$ cat config.mk
export PLATFORM = sky130hd
export DESIGN_NAME = ps2_port
export DESIGN_NICKNAME = d
export VERILOG_FILES = /design/src/rtl/ps2_port.sv
export SDC_FILE = /design/constraint.sdc
export NUM_CORES = 1
export LEC_CHECK = 0
export CORE_MARGIN = 2
export CORE_UTILIZATION = 52
export CTS_CLUSTER_SIZE = 10
export DETAILED_ROUTE_END_ITERATION = 12
export PLACE_DENSITY_LB_ADDON = 0.08
export SETUP_SLACK_MARGIN = 0.05
export SLEW_MARGIN = 30
export SYNTH_ARGS = -nofsm -noshare
export SYNTH_HDL_FRONTEND = slang
export SYNTH_SLANG_ARGS = --single-unit
$ cat constraint.sdc
create_clock -name clk6x -period 3 [get_ports clk6x]
set_clock_uncertainty 0.05 [all_clocks]
set_input_delay 0.3 -clock clk6x [delete_from_list [all_inputs] [get_ports clk6x]]
set_output_delay 0.3 -clock clk6x [all_outputs]
set_load 0.005 [all_outputs]
$ cat src/rtl/ps2_port.sv
// ============================================================================
// ps2_port
//
// Host-side PS/2 port controller. It receives 11-bit device frames as bytes
// and sends host-to-device command bytes using the inhibit / request-to-send
// sequence. Filtering, inhibit time and timeouts are all counted in ck1us
// ticks, so the clk6x frequency does not affect protocol timing.
//
// Ports:
//   clk6x        system clock
//   resetn       synchronous, active-low reset
//   ck1us        one-cycle strobe every microsecond
//   ps2_clk_i    raw PS/2 clock pin (asynchronous)
//   ps2_data_i   raw PS/2 data pin (asynchronous)
//   ps2_clk_oe   1 = pull the clock pin low
//   ps2_data_oe  1 = pull the data pin low
//   rx_data      last good received byte
//   rx_valid     one-cycle pulse, rx_data just updated
//   rx_err       one-cycle pulse, bad frame or receive timeout
//   tx_data      byte to send, captured when tx_start is accepted
//   tx_start     transmit request, ignored while tx_busy
//   tx_busy      controller is not idle
//   tx_ack       one-cycle pulse, device acknowledged the byte
//   tx_err       one-cycle pulse, no acknowledge or transmit timeout
// ============================================================================
module ps2_port #(
    parameter int FILTER_US  = 4,
    parameter int TIMEOUT_US = 200,
    parameter int INHIBIT_US = 100,
    parameter int TX_WAIT_US = 15000
) (
    input  logic       clk6x,
    input  logic       resetn,
    input  logic       ck1us,
    input  logic       ps2_clk_i,
    input  logic       ps2_data_i,
    output logic       ps2_clk_oe,
    output logic       ps2_data_oe,
    output logic [7:0] rx_data,
    output logic       rx_valid,
    output logic       rx_err,
    input  logic [7:0] tx_data,
    input  logic       tx_start,
    output logic       tx_busy,
    output logic       tx_ack,
    output logic       tx_err
);

    typedef enum logic [1:0] {
        IDLE,
        RX,
        TX_INHIBIT,
        TX_BITS
    } state_t;

    localparam int          FCW          = $clog2(FILTER_US + 1);
    localparam logic [FCW-1:0] FILT_LAST = FCW'(FILTER_US - 1);
    localparam logic [15:0] TIMEOUT_LIM  = 16'(TIMEOUT_US);
    localparam logic [15:0] INHIBIT_LIM  = 16'(INHIBIT_US);
    localparam logic [15:0] TX_WAIT_LIM  = 16'(TX_WAIT_US);

    state_t           state_q, state_d;
    logic [1:0]       clkSync_q, dataSync_q;
    logic [FCW-1:0]   filtCnt_q;
    logic             filtClk_q, filtPrev_q;
    logic [15:0]      timer_q;
    logic [3:0]       bitCnt_q;
    logic [9:0]       rxShift_q;
    logic [7:0]       rxData_q;
    logic [7:0]       txByte_q;
    logic             txPar_q;
    logic             dataOe_q;
    logic             rxValid_q, rxErr_q, txAck_q, txErr_q;

    logic             clkS, dataS, fall;
    logic [10:0]      rxFrame;
    logic             frameOk;
    logic [15:0]      txLimit;
    logic             rxStart, txAccept, rxDone, rxTimeout;
    logic             inhibitDone, txDone, txTimeout;

    // Two-flop synchronizers; idle-high so reset looks like a released bus.
    always_ff @(posedge clk6x) begin
        if (!resetn) begin
            clkSync_q  <= 2'b11;
            dataSync_q <= 2'b11;
        end else begin
            clkSync_q  <= {clkSync_q[0], ps2_clk_i};
            dataSync_q <= {dataSync_q[0], ps2_data_i};
        end
    end

    assign clkS  = clkSync_q[1];
    assign dataS = dataSync_q[1];

    // Clock glitch filter: the filtered clock follows the synced clock only
    // after FILTER_US consecutive microsecond ticks of disagreement. Any
    // cycle of agreement restarts the count.
    always_ff @(posedge clk6x) begin
        if (!resetn) begin
            filtClk_q  <= 1'b1;
            filtPrev_q <= 1'b1;
            filtCnt_q  <= '0;
        end else begin
            filtPrev_q <= filtClk_q;
            if (clkS == filtClk_q) begin
                filtCnt_q <= '0;
            end else if (ck1us) begin
                if (filtCnt_q == FILT_LAST) begin
                    filtClk_q <= clkS;
                    filtCnt_q <= '0;
                end else begin
                    filtCnt_q <= filtCnt_q + 1'b1;
                end
            end
        end
    end

    assign fall = filtPrev_q & ~filtClk_q;

    // Complete frame as it would look with the current data bit as the stop.
    assign rxFrame = {dataS, rxShift_q};
    assign frameOk = ~rxFrame[0] & (^rxFrame[9:1]) & rxFrame[10];

    // Before the device's first edge it may take much longer to respond.
    assign txLimit = (bitCnt_q == 4'd0) ? TX_WAIT_LIM : TIMEOUT_LIM;

    // Shared decision terms; a fall always takes priority over a timeout.
    assign rxStart     = (state_q == IDLE) && fall;
    assign txAccept    = (state_q == IDLE) && !fall && tx_start;
    assign rxDone      = (state_q == RX) && fall && (bitCnt_q == 4'd10);
    assign rxTimeout   = (state_q == RX) && !fall && (timer_q >= TIMEOUT_LIM);
    assign inhibitDone = (state_q == TX_INHIBIT) && (timer_q >= INHIBIT_LIM);
    assign txDone      = (state_q == TX_BITS) && fall && (bitCnt_q == 4'd10);
    assign txTimeout   = (state_q == TX_BITS) && !fall && (timer_q >= txLimit);

    // State register.
    always_ff @(posedge clk6x) begin
        if (!resetn) begin
            state_q <= IDLE;
        end else begin
            state_q <= state_d;
        end
    end

    // Next-state logic.
    always_comb begin
        state_d = state_q;
        unique case (state_q)
            IDLE: begin
                if (rxStart) begin
                    state_d = RX;
                end else if (txAccept) begin
                    state_d = TX_INHIBIT;
                end
            end
            RX: begin
                if (rxDone || rxTimeout) begin
                    state_d = IDLE;
                end
            end
            TX_INHIBIT: begin
                if (inhibitDone) begin
                    state_d = TX_BITS;
                end
            end
            TX_BITS: begin
                if (txDone || txTimeout) begin
                    state_d = IDLE;
                end
            end
            default: state_d = IDLE;
        endcase
    end

    // Datapath: timer, bit counter, shift registers, line drive and pulses.
    // The timer is cleared by falls only where falls are protocol edges; in
    // TX_INHIBIT the host's own clock pull produces a fall that must not
    // stretch the inhibit time.
    always_ff @(posedge clk6x) begin
        if (!resetn) begin
            timer_q   <= '0;
            bitCnt_q  <= '0;
            rxShift_q <= '0;
            rxData_q  <= '0;
            txByte_q  <= '0;
            txPar_q   <= 1'b0;
            dataOe_q  <= 1'b0;
            rxValid_q <= 1'b0;
            rxErr_q   <= 1'b0;
            txAck_q   <= 1'b0;
            txErr_q   <= 1'b0;
        end else begin
            rxValid_q <= 1'b0;
            rxErr_q   <= 1'b0;
            txAck_q   <= 1'b0;
            txErr_q   <= 1'b0;

            if ((state_d != state_q) ||
                (fall && ((state_q == RX) || (state_q == TX_BITS)))) begin
                timer_q <= '0;
            end else if (ck1us && (timer_q != 16'hFFFF)) begin
                timer_q <= timer_q + 16'd1;
            end

            if (rxStart) begin
                rxShift_q <= {dataS, rxShift_q[9:1]};
                bitCnt_q  <= 4'd1;
            end else if (txAccept) begin
                txByte_q <= tx_data;
                txPar_q  <= ~^tx_data;
                bitCnt_q <= 4'd0;
            end

            if ((state_q == RX) && fall) begin
                rxShift_q <= {dataS, rxShift_q[9:1]};
                bitCnt_q  <= bitCnt_q + 4'd1;
            end
            if (rxDone) begin
                bitCnt_q <= 4'd0;
                if (frameOk) begin
                    rxData_q  <= rxFrame[8:1];
                    rxValid_q <= 1'b1;
                end else begin
                    rxErr_q <= 1'b1;
                end
            end
            if (rxTimeout) begin
                bitCnt_q <= 4'd0;
                rxErr_q  <= 1'b1;
            end

            // End of inhibit: pull data low as the start bit.
            if (inhibitDone) begin
                dataOe_q <= 1'b1;
            end

            // Each device fall presents the next bit: data, parity, stop.
            if ((state_q == TX_BITS) && fall) begin
                bitCnt_q <= bitCnt_q + 4'd1;
                if (bitCnt_q < 4'd8) begin
                    dataOe_q <= ~txByte_q[bitCnt_q[2:0]];
                end else if (bitCnt_q == 4'd8) begin
                    dataOe_q <= ~txPar_q;
                end else begin
                    dataOe_q <= 1'b0;
                end
            end
            if (txDone) begin
                bitCnt_q <= 4'd0;
                if (dataS) begin
                    txErr_q <= 1'b1;
                end else begin
                    txAck_q <= 1'b1;
                end
            end
            if (txTimeout) begin
                bitCnt_q <= 4'd0;
                dataOe_q <= 1'b0;
                txErr_q  <= 1'b1;
            end
        end
    end

    // State-decoded outputs.
    always_comb begin
        ps2_clk_oe = (state_q == TX_INHIBIT);
        tx_busy    = (state_q != IDLE);
    end

    assign ps2_data_oe = dataOe_q;
    assign rx_data     = rxData_q;
    assign rx_valid    = rxValid_q;
    assign rx_err      = rxErr_q;
    assign tx_ack      = txAck_q;
    assign tx_err      = txErr_q;

endmodule

==> run_results.csv, run 1 <==
group,metric,value,unit
synth,yosys-top-cells-area,"dfxtp_1, xnor2_1, mux2i_1, nor2_1, nor3_1",
synth,ys_seq_elements,63,
worst_setup_path,cp_common_cell,"ha_1",
worst_setup_path,critPathBufInv,3,
worst_setup_path,start_kind,"flop",
cts,path_clk_slew,70,ps
detailed_routing,final_antenna_net_count,0,
final_layout,antenna_cells,0,
power_and_ir_drop,power_leakage,1.418,nW
detailed_routing,num_vias,2713,
detailed_routing,drc,0,
worst_hold_path,hp-class,"reg -> reg",
global_routing,grt_max_degree,24,
power_and_ir_drop,power,1.802,mW
worst_setup_path,cp-end-kind,"flop",
sta,max_freq,354.5,MHz
worst_setup_path,crit_required,3200,ps
final_layout,area_growth,19.63,%
worst_setup_path,cpMaxStageDelayCell,"a211o_1",
job,drv_cap,0,
die,ioPinCount,29,
sta,hold_viol,0,
synth,synth_area_per_cell,8.653,sq um
sta,whs,364.5,ps
synth,async_flop_share,0,
die,die_x,82.36,um
power_and_ir_drop,p_per_area,471.6,nW/um^2
detailed_routing,first_pass_iters,5,
sta,worst_pin_slew,692.7,ps
sta,slew_headroom,0.5377,
synth,synthFlopType,"dfxtp_1",
sta,slew_viol_final,0,
global_routing,grt_pass1_wl,11480,um
worst_setup_path,crit_family,"compound AO/OA/AOI/OAI gates",
cts,clock_path_buffers,2,
sta,fin_crit_sh,0.9402,
synth,yosysWarnings,0,
die,initial_core_util,0.5393,
sta,grt_setup_unrepaired,"yes",
synth,synth-seq-area-share,0.3950,
sta,setup_tns,0,ps
die,die_area,6783,sq um
sta,min_period,2821,ps
worst_setup_path,cp.arrival,3020,ps
cts,cts_tree,"done",
detailed_routing,totalWireLength,7113,um
worst_setup_path,crit_fanout,8,
detailed_routing,drtIter0Drc,160,
global_routing,track_usage,0.2239,
die,rows,28,
worst_setup_path,cpPeakStageDelay,340,ps
synth,synth_area_leader_cell,"dfxtp_1",
global_routing,grt_pass1_vias,2499,
power_and_ir_drop,ir_worst_vdd,0.4566,mV
synth,netlist-cell-type-count,52,
synth,postSynthNetCount,391,
worst_setup_path,cp_cell_sequence,"inv_1 -> ha_1 -> nor3b_4 -> inv_2 -> ha_1 -> a211o_1 -> o2111ai_2 -> a21oi_2 -> o31ai_4 -> o211ai_4 -> buf_6 -> a211oi_1",
cts,cts_inserted_buffers,9,
cts,clock-root-buffer,"clkbuf_8",
cts,htreeDepth,3,
place,port_buffers,28,
final_layout,final_layout_size_suffix_gt1_frac,0.1067,
synth,synth_edf_count,0,
sta,finalSetupViolCount,0,
final_layout,final_nets,421,
cts,clk_latency,350,ps
place,place_congestion,0.8712,
synth,yosysTopAreaCellShare,0.3950,
global_routing,gr-total-overflow,0,
synth,synth_cells,369,
cts,cts_sinks,63,
worst_setup_path,crit_type,"reg -> reg",
die,dieHeight,82.36,um
run_status,outcome,"finished, final reports clean",
detailed_routing,viasPerCell,5.676,
die,core_area,5921,sq um
synth,syn_area,3193,sq um
place,dp_hpwl,4974,um
detailed_routing,wl_per_cell,14.88,um
global_routing,antenna_found_initial,0,
Yosys cell counts (all sizes together) (2+ instances only):
| cell type | number |
|---|---|
| nor4 | 8 |
| dfxtp | 63 |
| o21ai | 24 |
| mux2i | 18 |
| buf | 9 |
| nand2 | 29 |
| or3 | 3 |
| nand4b | 2 |
| clkbuf | 12 |
| xnor2 | 23 |
| a211oi | 2 |
| nor4b | 2 |
| nor2 | 42 |
| nor3 | 28 |
| nand3 | 9 |
| nor2b | 2 |
| mux4 | 2 |
| and4b | 2 |
| a21oi | 23 |
| ha | 8 |
| nand2b | 10 |
| nand4 | 5 |
| and3 | 2 |
| inv | 12 |
| xor2 | 6 |
| a21o | 2 |
| o211ai | 2 |
| nand3b | 2 |
| or2 | 2 |
report_power, final:
group          switching (mW)  internal (mW)
clock network           0.322          0.483
registers              0.0139          0.851
logic                  0.0669         0.0644
total                   0.403           1.40
final timing paths:
path | startpoint | end | depth (start not counted) | slack, ps
min reg2reg | clkSync_q[0] | clkSync_q[1] | 1 | 360
min | clkSync_q[0] | clkSync_q[1] | 1 | 360
max | bitCnt_q[0] | timer_q[5] | 12 | 180
max reg2reg | bitCnt_q[0] | timer_q[5] | 12 | 180
layout by cell type (no fill, tap or decap), types with 5 or more instances in the layout:
cell / n
a21oi_1: 22
nand4_1: 5
dfxtp_1: 63
buf_4: 9
nand2_1: 29
nor2_1: 42
nand3_1: 9
clkdlybuf4s50_1: 28
ha_1: 8
nor4_1: 7
nand2b_1: 10
mux2i_1: 18
o21ai_0: 22
nor3_1: 26
inv_1: 11
xor2_1: 6
xnor2_1: 23
clkbuf_8: 10
repair_timing:
| item | in CTS | in global routing |
|---|---|---|
| resized for setup | 0 | 9 |
| hold endpoints to repair | 0 | 0 |
| setup buffers | 0 | 0 |
| endpoints found under the setup margin | 0 | 22 |
| hold buffers | 0 | 0 |
layout make-up:
class	count	area, sq um
clock buffers	11	141.4
clock inverters	4	70.07
fillers	521	2101
inverters	12	45.04
multi-input cells	273	1827
flip-flops and latches	63	1261
well taps	75	93.84
repair buffers	40	381.6
metrics by stage:
stage / instance area (sq um) / cells / utilization / setup slack (ps)
2_1_floorplan: 3193 / 369 / - / 133.5
3_3_place_gp: 3562 / 463 / 0.6016 / 204.2
3_5_place_dp: 3562 / 463 / 0.6016 / 65.43
4_1_cts: 3774 / 478 / 0.6374 / 51.57
5_1_grt: 3820 / 478 / 0.6452 / 11.16
6_report: 3820 / 478 / 0.6452 / 179.3
kinds of logic (layout without fill, tap and decap cells):
logic type,count (synthesis),count (layout),synth area share
mux,20,20,0.07053
buf+inv,33,67,0.04388
xor+xnor,30,30,0.08660
simple gates,151,151,0.2410
fa+ha+maj,8,8,0.03135
flops,63,63,0.3950
compound gates,64,64,0.1317
flip-flops by register name, summed over array words and instances, names as in the netlist:
| register | flops |
|---|---|
| rx_data | 8 |
| txByte_q | 8 |
| filtClk_q | 1 |
| rx_err | 1 |
| filtCnt_q | 3 |
| filtPrev_q | 1 |
| rx_valid | 1 |
| rxShift_q | 10 |
| timer_q | 16 |
| clkSync_q | 2 |
| bitCnt_q | 4 |
| state_q | 2 |
| tx_ack | 1 |
| dataSync_q | 2 |
| ps2_data_oe | 1 |
| txPar_q | 1 |
| tx_err | 1 |
per-layer routing:
| metal | global-route usage | vias up | routed length (um) |
|---|---|---|---|
| met2 | 0.3669 | 71 | 3465 |
| met5 | 0 | - | 0 |
| met1 | 0.2793 | 1270 | 3203 |
| met3 | 0.06739 | 13 | 343 |
| met4 | 0.07667 | 0 | 101 |
| li1 | - | 1359 | - |
Power figures use the tool's default switching activity.
==> run 2: changes to the inputs <==
Settings changed: CORE_MARGIN 2 to not set.
==> run 2 against run 1 <==
Compared with the run above:
- routed wire length fell by 5.3%
- die area fell by 4.8%
- setup slack improved by 47 ps
- largest cell class unchanged
- total power fell by 7.0%
- critical path type unchanged
- design area fell by 1.3%
- first-iteration DRC count rose by 2.5%
- utilization fell by 0.82 points
- combinational power barely moved
- flip-flop and latch count did not move
- final cell count did not move
- sequential power barely moved
- clock power fell by 15%
- critical endpoint is now timer_q[6]
==> run_results.csv, run 2 (same netlist as run 1, synthesis figures left out) <==
group,metric,value,unit
die,rows,28,
worst_setup_path,cp.arrival,2990,ps
run_status,outcome,"finished, final reports clean",
final_layout,final_layout_size_suffix_gt1_frac,0.1042,
worst_setup_path,cp_cell_sequence,"inv_1 -> ha_1 -> nor3b_4 -> inv_2 -> ha_1 -> a211o_1 -> o2111ai_2 -> a21oi_2 -> o31ai_4 -> o211ai_4 -> buf_4 -> nor3_1",
sta,slew_headroom,0.5287,
worst_setup_path,crit_type,"reg -> reg",
detailed_routing,drtIter0Drc,164,
global_routing,grt_pass1_wl,11330,um
worst_setup_path,cpPeakStageDelay,340,ps
cts,path_clk_slew,70,ps
cts,cts_inserted_buffers,9,
detailed_routing,viasPerCell,5.586,
sta,worst_pin_slew,706.1,ps
worst_setup_path,cp_common_cell,"ha_1",
final_layout,antenna_cells,0,
detailed_routing,wl_per_cell,14.09,um
die,dieHeight,80.36,um
final_layout,area_growth,18.10,%
worst_setup_path,crit_required,3220,ps
detailed_routing,drc,0,
sta,fin_crit_sh,0.9244,
die,ioPinCount,29,
cts,clock_path_buffers,2,
place,dp_hpwl,4787,um
worst_setup_path,crit_fanout,9,
final_layout,multiInputGateArea,1821,sq um
worst_hold_path,whs_endpoint,"dataSync_q[1]",
job,drv_cap,0,
detailed_routing,num_vias,2670,
detailed_routing,totalWireLength,6737,um
final_layout,final_common_cell,"dfxtp_1",
sta,setup_tns,0,ps
cts,htreeDepth,3,
final_layout,fillCellCount,522,
place,postPlaceCellArea,3555,sq um
worst_hold_path,worstHoldPathCells,1,
worst_setup_path,cpMaxStageDelayCell,"a211o_1",
final_layout,mostFrequentLayoutCells,"dfxtp_1, nor2_1, nand2_1",
power_and_ir_drop,p_per_area,444.5,nW/um^2
global_routing,antenna_found_initial,0,
cts,cts_tree,"done",
detailed_routing,final_antenna_net_count,0,
final_layout,top_register,"timer_q",
final_layout,largest_registers,"timer_q x16, rxShift_q x10",
final_layout,final_nets,420,
worst_setup_path,regToRegSetupSlack,230,ps
worst_setup_path,cp-end-kind,"flop",
sta,max_freq,360.6,MHz
power_and_ir_drop,ir_worst_vdd,0.3402,mV
sta,slew_viol_final,0,
place,port_buffers,28,
sta,finalSetupViolCount,0,
die,die_area,6458,sq um
place,place_congestion,0.8366,
worst_hold_path,hp-class,"reg -> reg",
final_layout,seqCellArea,1261,sq um
final_layout,design_area,3771,sq um
cts,postCtsSetupBuffers,0,
die,core_area,5921,sq um
worst_setup_path,r2r_end,"timer_q[6]",
cts,clock-root-buffer,"clkbuf_8",
worst_hold_path,hold_start,"dataSync_q[0]",
die,die_x,80.36,um
global_routing,grt_max_degree,24,
cts,clk_latency,340,ps
sta,hold_viol,0,
sta,grt_setup_unrepaired,"yes",
sta,min_period,2773,ps
global_routing,track_usage,0.2323,
worst_setup_path,timing.rr.start,"bitCnt_q[0]",
worst_setup_path,startpoint,"bitCnt_q[0]",
detailed_routing,first_pass_iters,4,
cts,cts_sinks,63,
worst_setup_path,ff2ff_path_depth,12,
global_routing,grt_pass1_vias,2473,
worst_setup_path,start_kind,"flop",
die,initial_core_util,0.5393,
final_layout,largest_reg_flops,16,
global_routing,gr-total-overflow,0,
power_and_ir_drop,power_leakage,1.391,nW
run 2: changes by cell type in the layout (fill, tap and decap cells not counted):
cell,delta
bufinv_16,-2
buf_6,-2
nor4_2,-1
clkinvlp_4,+2
clkinv_2,-1
clkbuf_8,+1
inv_6,+1
nor4_1,+1
buf_4,+1
run 2: where the power goes:
group	internal, mW	switching, mW
Clock	0.346	0.336
Combinational	0.0634	0.0668
Sequential	0.851	0.0128
run 2: what timing repair did:
item,in CTS,in global routing
gates resized for setup,0,6
setup endpoints to repair,0,22
hold buffers,0,0
run 2: through the flow:
stage | power, mW | std cells | hold slack, ps | utilization | setup WS [ps]
2_1_floorplan | 0.9651 | 369 | 336.3 | - | 133.5
3_3_place_gp | 1.008 | 462 | 349.1 | 0.6004 | 207.9
3_5_place_dp | 1.010 | 462 | 351.1 | 0.6004 | 71.35
4_1_cts | 1.690 | 478 | 367.6 | 0.6314 | 57.90
5_1_grt | 1.754 | 478 | 393.1 | 0.6369 | 15.00
6_report | 1.676 | 478 | 363.2 | 0.6369 | 226.7
run 2: worst max path at each step:
stage                  end  slack (ps)  cells after the start
5_1_grt         timer_q[8]          10                     12
2_1_floorplan  bitCnt_q[0]         130                     12
6_report        timer_q[6]         230                     12
4_1_cts        bitCnt_q[3]          60                     11
3_3_place_gp    timer_q[5]         210                     12
3_5_place_dp   bitCnt_q[3]          70                     11
run 2: area by class of cell:
cell class	instances	share of cell area
multi-input combinational	273	0.4827
tap	75	0.02488
sequential	63	0.3344
clock buffer	12	0.04114
clock inverter	4	0.007631
inverter	12	0.01194
timing repair buffer	39	0.09721
run 2: layer usage:
metal,GRT usage,wire length [um],part of all wire
met4,0.08214,93,0.014
met3,0.07386,303,0.045
met2,0.3559,3073,0.46
met5,0,0,0
met1,0.3046,3267,0.48
run 2: worst max-delay path, delay by kind of cell (launching register included):
kind / cells / cell delay [ps]
buffers and inverters: 3 / 370
AO/OA/AOI/OAI: 5 / 1080
flip-flops: 1 / 310
adder cells (fa/ha/maj): 2 / 460
AND/OR/NAND/NOR: 2 / 430
==> run 3: changes to the inputs <==
Settings changed: CORE_UTILIZATION 52 to 42.
==> run 3 against run 2 <==
Compared with the run above:
- largest power group unchanged
- global-route usage shrank 4.0 points
- critical endpoint is now timer_q[12]
- clock power grew 9.7%
- clock-buffer cell count is the same
- combinational power is essentially flat
- die area grew 23%
- first-iteration DRC count shrank 28%
==> run_results.csv, run 3 (same netlist as run 1, synthesis figures left out) <==
group,metric,value,unit
sta,worst_pin_slew,620.3,ps
final_layout,utilization,0.5263,
worst_setup_path,ff2ff_path_depth,12,
cts,cts_tree,"done",
die,die_x,89.19,um
final_layout,largest_reg_flops,16,
worst_hold_path,worstHoldPathCells,1,
worst_setup_path,cp_cell_sequence,"inv_1 -> ha_1 -> nor3b_4 -> inv_2 -> ha_1 -> a211o_1 -> o2111ai_2 -> a21oi_2 -> o31ai_4 -> o211ai_4 -> buf_8 -> nor4_2",
place,place_congestion,0.8074,
cts,htreeDepth,3,
sta,min_period,2774,ps
sta,slew_headroom,0.5843,
worst_setup_path,r2r_end,"timer_q[12]",
final_layout,antenna_cells,0,
worst_setup_path,timing.rr.start,"bitCnt_q[0]",
worst_hold_path,hp-class,"reg -> reg",
die,dieHeight,89.19,um
worst_hold_path,hold_start,"clkSync_q[0]",
worst_setup_path,regToRegSetupSlack,230,ps
worst_setup_path,cp.arrival,2980,ps
worst_hold_path,whs_endpoint,"clkSync_q[1]",
final_layout,area_growth,20.18,%
worst_setup_path,cpMaxStageDelayCell,"a211o_1",
detailed_routing,viasPerCell,5.250,
sta,fin_crit_sh,0.9247,
worst_setup_path,cp_common_cell,"ha_1",
global_routing,grt_pass1_wl,11500,um
detailed_routing,wl_per_cell,13.86,um
sta,finalSetupViolCount,0,
die,core_area,7292,sq um
place,dp_hpwl,4876,um
die,rows,31,
cts,cts_inserted_buffers,9,
final_layout,top_register,"timer_q",
global_routing,gr-total-overflow,0,
sta,worst_slack,225.9,ps
detailed_routing,final_antenna_net_count,0,
cts,clock-root-buffer,"clkbuf_8",
detailed_routing,totalWireLength,6985,um
place,port_buffers,28,
run_status,outcome,"finished, final reports clean",
sta,hold_viol,0,
cts,path_clk_slew,70,ps
place,place_ws,42.17,ps
cts,clk_latency,340,ps
detailed_routing,drtIter0Drc,118,
worst_setup_path,cp-end-kind,"flop",
final_layout,final_nets,423,
global_routing,antenna_found_initial,0,
detailed_routing,drc,0,
sta,max_freq,360.5,MHz
detailed_routing,num_vias,2646,
job,drv_cap,0,
global_routing,grt_pass1_vias,2359,
sta,slew_viol_final,0,
worst_setup_path,crit_type,"reg -> reg",
worst_setup_path,crit_fanout,16,
global_routing,track_usage,0.1928,
cts,cts_sinks,63,
cts,holdBufCountCts,0,
sta,grt_setup_unrepaired,"yes",
global_routing,grt_max_degree,20,
worst_setup_path,crit_family,"compound AO/OA/AOI/OAI gates",
worst_setup_path,critPathBufInv,3,
die,initial_core_util,0.4379,
sta,setup_tns,0,ps
detailed_routing,first_pass_iters,4,
power_and_ir_drop,power_leakage,1.414,nW
final_layout,largest_registers,"timer_q x16, rxShift_q x10",
cts,clock_path_buffers,2,
power_and_ir_drop,p_per_area,455.1,nW/um^2
worst_setup_path,start_kind,"flop",
final_layout,final_common_cell,"dfxtp_1",
power_and_ir_drop,ir_worst_vdd,0.3037,mV
worst_setup_path,crit_required,3210,ps
final_layout,final_layout_size_suffix_gt1_frac,0.1062,
worst_setup_path,cpPeakStageDelay,330,ps
die,ioPinCount,29,
die,die_area,7955,sq um
final_layout,mostFrequentLayoutCells,"dfxtp_1, nor2_1, nand2_1",
## run 3: cell count changes in the layout (fill, tap and decap cells not counted)
cell,before,now
buf_4,10,13
buf_6,1,0
buf_8,0,1
bufinv_16,0,1
clkinvlp_4,2,1
inv_6,1,0
nor3_1,26,28
nor3_2,2,0
nor4_1,8,7
nor4_2,0,1
## run 3: how the worst max path moves through the flow
stage,startpoint,end,slack (ps),cells after the start
finish,bitCnt_q[0],timer_q[12],230,12
global route,bitCnt_q[0],timer_q[12],30,12
CTS,bitCnt_q[0],timer_q[12],60,12
detailed placement,bitCnt_q[0],timer_q[12],40,12
global placement,bitCnt_q[0],timer_q[12],90,12
floorplan,bitCnt_q[0],bitCnt_q[0],130,12
## run 3: power breakdown
part	switching [mW]	leakage (nW)	internal (mW)
combinational	0.0672	0.805	0.0649
sequential	0.0142	0.510	0.851
clock	0.326	0.0985	0.424
total	0.407	1.41	1.34
## run 3: final cells by class
type	instances	area, sq um
sequential	63	1261
clock buffer	12	155.1
fill	731	3455
multi-input combinational	273	1817
inverter	12	45.04
tap	99	123.9
clock inverter	3	42.54
timing repair buffer	42	392.9
## run 3: stage by stage
stage          hold slack, ps  instance area [sq um]  cells  total power, mW
3_5_place_dp            349.5                   3585    486            1.011
5_1_grt                 386.8                   3837    504            1.815
6_report                363.5                   3837    504            1.746
2_1_floorplan           336.3                   3193    369           0.9651
4_1_cts                 371.5                   3791    501            1.762
3_3_place_gp            355.1                   3585    486            1.011
## run 3: repair_timing
| action | CTS | global route |
|---|---|---|
| buffers inserted | 0 | 3 |
| resized for setup | 1 | 5 |
| pin swaps | 0 | 2 |
| endpoints found under the setup margin | 1 | 17 |
## run 3: worst register-to-register path, cell delays in order (launching register included)
cell and delay [ps]:
dfxtp_1 310, inv_1 70, ha_1 170, nor3b_4 200
inv_2 80, ha_1 300, a211o_1 330, o2111ai_2 180
a21oi_2 100, o31ai_4 290, o211ai_4 160, buf_8 180
nor4_2 250
## run 3: metal layers
| layer | global-route usage | share of wire | up-vias |
|---|---|---|---|
| met5 | 0 | 0 | - |
| met4 | 0.06494 | 0.016 | 0 |
| met3 | 0.06464 | 0.037 | 10 |
| met2 | 0.2942 | 0.46 | 44 |
| met1 | 0.2561 | 0.49 | 1236 |
| li1 | - | - | 1356 |
